### config.mk
export PLATFORM = sky130hd
export DESIGN_NAME = pc_sched
export DESIGN_NICKNAME = d
export VERILOG_FILES = /design/src/rtl/cpu_pkg.sv /design/src/rtl/irq_edge_sync.sv /design/src/rtl/pc_sched.sv
export SDC_FILE = /design/constraint.sdc
export NUM_CORES = 1
export LEC_CHECK = 0
export ABC_AREA = 1
export BUFFER_PORTS_ARGS = -buffer_cell sky130_fd_sc_hd__buf_4
export CORE_ASPECT_RATIO = 0.6
export CORE_UTILIZATION = 40
export CTS_BUF_LIST = sky130_fd_sc_hd__clkbuf_8 sky130_fd_sc_hd__clkbuf_16
export DETAILED_ROUTE_END_ITERATION = 6
export PLACE_DENSITY = 0.74
export SETUP_SLACK_MARGIN = 0.02
export SLEW_MARGIN = 20
export SYNTH_ARGS = -nofsm -noshare
export SYNTH_HDL_FRONTEND = slang
export SYNTH_SLANG_ARGS = --single-unit
### constraint.sdc
create_clock -name clk -period 2.2 [get_ports clk]
set_clock_uncertainty 0.15 [all_clocks]
set_input_delay 0.11 -clock clk [delete_from_list [all_inputs] [get_ports clk]]
set_output_delay 0.11 -clock clk [all_outputs]
set_load 0.005 [all_outputs]
### src/rtl/cpu_pkg.sv
// Shared constants for the PC scheduler.
//   PCSRC_* : PC-select encodings driven on pc_sched.PCSrc
//   sched_state_e : scheduler FSM states (exported on pc_sched.sched_state)
//   sat_inc8 : saturating 8-bit increment used by the exception counter
package cpu_pkg;

  localparam logic [2:0] PCSRC_EXC = 3'b000;
  localparam logic [2:0] PCSRC_IRQ = 3'b001;
  localparam logic [2:0] PCSRC_JMP = 3'b010;
  localparam logic [2:0] PCSRC_JR  = 3'b011;
  localparam logic [2:0] PCSRC_SEQ = 3'b100;

  typedef enum logic [1:0] {
    ST_BOOT   = 2'b00,
    ST_RUN    = 2'b01,
    ST_KERNEL = 2'b10
  } sched_state_e;

  function automatic logic [7:0] sat_inc8(input logic [7:0] v);
    return (v == 8'hFF) ? v : v + 8'd1;
  endfunction

endpackage

### src/rtl/irq_edge_sync.sv
// Rising-edge detector for the raw timer interrupt line.
//   clk, reset : clock, async active-high reset
//   irq_in     : raw level interrupt request
//   irq_rise   : high for the cycle in which a 0->1 transition is seen
// Build option: PC_SCHED_IRQ_SYNC_EN inserts a two-flop synchroniser in
// front of the detector (two extra cycles of latency). Without it the raw
// line is compared directly against a single history flop.
module irq_edge_sync (
  input  logic clk,
  input  logic reset,
  input  logic irq_in,
  output logic irq_rise
);

`ifdef PC_SCHED_IRQ_SYNC_EN
  logic s1_q, s2_q, prev_q;

  always_ff @(posedge clk or posedge reset) begin
    if (reset) begin
      s1_q   <= 1'b0;
      s2_q   <= 1'b0;
      prev_q <= 1'b0;
    end else begin
      s1_q   <= irq_in;
      s2_q   <= s1_q;
      prev_q <= s2_q;
    end
  end

  assign irq_rise = s2_q & ~prev_q;
`else
  logic prev_q;

  always_ff @(posedge clk or posedge reset) begin
    if (reset) prev_q <= 1'b0;
    else       prev_q <= irq_in;
  end

  assign irq_rise = irq_in & ~prev_q;
`endif

endmodule

### src/rtl/pc_sched.sv
// PC source scheduler: arbitrates exception / interrupt / hazard / jump /
// branch redirects each cycle and tracks BOOT / RUN / KERNEL mode.
//   Inputs : clk, reset (async, active high), recv_done, irq_in, pc31,
//            id_undef, id_jump, id_jr, id_branch_taken, load_hazard
//   Comb   : PCSrc[2:0], stall, isJump, isBranch (same-cycle decisions)
//   Reg    : IRQ, irq_ack, exc_count[7:0], sched_state[1:0]
// Build option: PC_SCHED_IRQ_SYNC_EN (see irq_edge_sync) synchronises irq_in.
module pc_sched
  import cpu_pkg::*;
(
  input  logic       clk,
  input  logic       reset,
  input  logic       recv_done,
  input  logic       irq_in,
  input  logic       pc31,
  input  logic       id_undef,
  input  logic       id_jump,
  input  logic       id_jr,
  input  logic       id_branch_taken,
  input  logic       load_hazard,
  output logic [2:0] PCSrc,
  output logic       stall,
  output logic       isJump,
  output logic       isBranch,
  output logic       IRQ,
  output logic       irq_ack,
  output logic [7:0] exc_count,
  output logic [1:0] sched_state
);

  sched_state_e state_q, state_d;
  logic         irq_q, irq_d;
  logic         irq_pend_q, irq_pend_d;
  logic         irq_ack_q;
  logic [7:0]   exc_cnt_q;

  logic irq_rise;
  logic irq_ok;
  logic take_exc, take_irq;
  logic leave_run;

  irq_edge_sync u_irq_edge (
    .clk      (clk),
    .reset    (reset),
    .irq_in   (irq_in),
    .irq_rise (irq_rise)
  );

  // Interrupt only in user-mode RUN and only in an otherwise quiet cycle,
  // so it never splits a redirect or hazard pair.
  assign irq_ok = irq_q & (state_q == ST_RUN) & ~pc31 &
                  ~(id_undef | load_hazard | id_jump | id_jr | id_branch_taken);

  always_comb begin
    state_d  = state_q;
    PCSrc    = PCSRC_SEQ;
    stall    = 1'b0;
    isBranch = 1'b0;
    take_exc = 1'b0;
    take_irq = 1'b0;
    case (state_q)
      ST_BOOT: begin
        stall = 1'b1;
        if (recv_done) state_d = ST_RUN;
      end
      default: begin
        if (id_undef) begin
          PCSrc    = PCSRC_EXC;
          take_exc = 1'b1;
        end else if (irq_ok) begin
          PCSrc    = PCSRC_IRQ;
          take_irq = 1'b1;
        end else if (load_hazard) begin
          stall = 1'b1;
        end else if (id_jr) begin
          PCSrc = PCSRC_JR;
        end else if (id_jump) begin
          PCSrc = PCSRC_JMP;
        end else if (id_branch_taken) begin
          isBranch = 1'b1;
        end

        // Losing recv_done overrides any mode change.
        if (!recv_done)                          state_d = ST_BOOT;
        else if (take_exc || take_irq)           state_d = ST_KERNEL;
        else if (state_q == ST_KERNEL && !pc31)  state_d = ST_RUN;
      end
    endcase
  end

  assign isJump    = (PCSrc == PCSRC_JMP) || (PCSrc == PCSRC_JR);
  assign leave_run = (state_q != ST_BOOT) & ~recv_done;

  // An edge arriving on the same clock as the take is parked in irq_pend_q
  // and re-raises IRQ one cycle later instead of being swallowed.
  always_comb begin
    irq_d      = (irq_q & ~take_irq) | irq_pend_q | (irq_rise & ~take_irq);
    irq_pend_d = irq_rise & take_irq;
    if (leave_run) begin
      irq_d      = 1'b0;
      irq_pend_d = 1'b0;
    end
  end

  always_ff @(posedge clk or posedge reset) begin
    if (reset) begin
      state_q    <= ST_BOOT;
      irq_q      <= 1'b0;
      irq_pend_q <= 1'b0;
      irq_ack_q  <= 1'b0;
      exc_cnt_q  <= 8'd0;
    end else begin
      state_q    <= state_d;
      irq_q      <= irq_d;
      irq_pend_q <= irq_pend_d;
      irq_ack_q  <= take_irq;
      if (take_exc) exc_cnt_q <= sat_inc8(exc_cnt_q);
    end
  end

  assign IRQ         = irq_q;
  assign irq_ack     = irq_ack_q;
  assign exc_count   = exc_cnt_q;
  assign sched_state = state_q;

endmodule

==> results.yml <==
setup_path:
  slowest_stage: "dfrtp_1"
  path_cells: "nor2_4 > inv_2 > a21oi_1 > buf_4"
  cp_slowest_stage_delay_ns: 0.44
  cp-start-kind: "register"
  required_ns: 1.94
  critPathKind: "register to primary output"
  regToRegEndpoint: "exc_count[3]"
  critPathArrivalTime_ns: 1.36
  crit_path_end_kind: "primary output"
  rr_startpoint: "exc_count[0]"
  path_delay_family: "flip-flops"
  r2r.worst_path.cells: 7
  rrSetupSlack_ns: 0.63
  cp_num_buf_inv: 2
  critPathMaxFanout: 8
final_layout:
  layout_commonest_cell: "nand2_1"
  n_fill_cell: 179
  fin_nets: 164
  mostFrequentLayoutCells: "41 x nand2_1, 27 x buf_4, 16 x inv_1, 14 x dfrtp_1, 7 x nand3_1"
  stdcell_area_mm2: 0.00122
  diodes: 0
  synthToLayoutAreaGrowth_pct: 34.5
  drive_gt1_share_pct: 34.9
clock_network:
  htree_levels: 1
  clk_pin_slew_worst_paths_ns: 0.05
  cts_tree: "yes"
  clockRootBuffer: "clkbuf_8"
  cts_max_path_buffers: 2
  cts_sinks: 14
  post-cts-setup-buffers: 0
  clkLatencyLatePin_ns: 0.24
  cts_buffers: 3
timing:
  hold_violations: 0
  clock.fmax_mhz: 617
  grt_setup_unrepaired: "false"
  setup_viol: 0
  slew_viol_final: 0
  final.period_utilization_pct: 73.7
  tns_ns: 0
  min_period_ns: 1.62
  relSlewSlack_pct: 65.8
  tightest_slew_ns: 0.512
logic_synthesis:
  synth_seq_cells: 14
  yosysTopAreaCellShare_pct: 38.6
  synthTopCellsByArea: "dfrtp_1 39%, nand2_1 17%, inv_1 6.6%"
  synth_nets: 130
  ys_warn_count: 0
  synthDistinctLibCells: 27
  yosys.area.top_type: "dfrtp_1"
  synth-seq-area-share_pct: 38.6
  synth_cells: 119
  syn-cell-area_um2: 907
  postSynthAreaPerCell_um2: 7.62
worst_hold_path:
  hold_path_startpoint: "recv_done"
  min_to: "IRQ"
  hold_depth: 3
  hp-class: "primary input to register"
routing:
  post_drt_wl_per_cell_um: 11.9
  vias: 869
  wl_um: 2140
  final_antenna_net_count: 0
  routed_via_density: 4.83
  drtIter0Drc: 36
  drc: 0
  drt-pass1-iter-count: 5
global_routing:
  grt_pass1_wl_um: 3440
  grt_antenna_before_repair: 0
  grt_pass1_vias: 762
  grt_start_max_net_pins: 15
  grt.total_usage_pct: 19.8
  gr-total-overflow: 0
place:
  postPlaceCellArea_mm2: 0.00114
  port_buffers: 27
  gp_congestion: 0.770
  place_hpwl_um: 1670
die:
  initial_core_util_pct: 45.8
  row_count: 12
  core_mm2: 0.00198
  io_pins: 28
  die_h_um: 38.9
  die_width_um: 63.5
  die_area_mm2: 0.00247
status:
  outcome: "completed"
power:
  power.density_mw_per_mm2: 831
  vdd_ir_drop_max_mv: 0.649
  p_leak_nw: 0.720
flow_run:
  maxCapViolCount: 0
kinds of logic (layout without fill, tap and decap cells):
kind of cell	count (synthesis)	count (layout)	synth area share, %
flops	14	14	38.6
buf+inv	22	55	9.38
compound gates	5	5	3.86
fa+ha+maj	1	1	1.38
simple gates	73	73	42.1
xor+xnor	4	4	4.69
cell type report:
class / instances / area [um2] / share of cell area [%]
clock buffer: 4 / 55.1 / 4.51
timing repair buffer: 29 / 223 / 18.3
multi-input combinational: 83 / 472 / 38.7
sequential: 14 / 350 / 28.7
tap: 28 / 35.0 / 2.87
inverter: 22 / 85.1 / 6.97
state kept, by name, summed over array words and instances, names as in the netlist:
register / count
irq_ack: 1
IRQ: 1
exc_count: 8
irq_pend_q: 1
u_irq_edge.prev_q: 1
sched_state: 2
layer usage:
layer	GRT usage, %	share of wire [%]
met5	0	0
met3	6.18	4.4
met1	26.6	52
met4	8.52	1.4
met2	29.5	43
synth_stat cells:
cell type and instances:
nor2_4 2, nor2_1 5, nand2_4 1, nor3_2 1, nand4_1 4, xor2_2 1
nor3_1 1, nor4_1 2, o21ai_1 1, a21oi_1 2, inv_2 5, inv_4 1
nand2_2 1, nand3b_4 1, nand2_8 1, dfrtp_1 14, xnor2_1 2, ha_1 1
xor2_1 1, inv_1 16, or2_2 1, nand2_1 41, a21oi_2 1, nor2_2 4
nand3_1 7, nand3_2 1, o21bai_2 1
how the worst max path moves through the flow:
stage,to,startpoint,cells after the start,slack (ns)
after CTS,PCSrc[2],sched_state[0],4,0.58
after detailed placement,exc_count[3],exc_count[0],7,0.65
after global placement,exc_count[1],exc_count[0],7,0.75
final,PCSrc[2],sched_state[0],4,0.58
after global routing,PCSrc[2],sched_state[0],4,0.51
after floorplan,exc_count[3],exc_count[0],7,0.80
tightest hold or removal path: cells and delay by family:
kind / cells / cell delay [ns]
buffers and inverters: 1 / 0.09
and+or+nand+nor: 2 / 0.17
repair_timing:
action	CTS	global route
hold buffers	2	0
resized for setup	0	0
setup endpoints to repair	0	0
hold endpoints to repair	15	0
metrics by stage:
step	cells	power, mW	utilization, %	hold slack (ns)	setup slack, ns
3_3_place_gp	174	0.749	57.8	0.0223	0.751
3_5_place_dp	174	0.761	57.8	0.0321	0.655
5_1_grt	180	1.07	61.6	0.0374	0.513
4_1_cts	180	1.02	61.6	0.0212	0.582
2_1_floorplan	119	0.592	-	-0.151	0.803
6_report	180	1.01	61.6	0.0196	0.579
where the power goes:
part / internal (mW) / switching (mW)
combinational: 0.180 / 0.197
sequential: 0.312 / 0.0799
clock: 0.158 / 0.0877
Power figures use the tool's default switching activity.
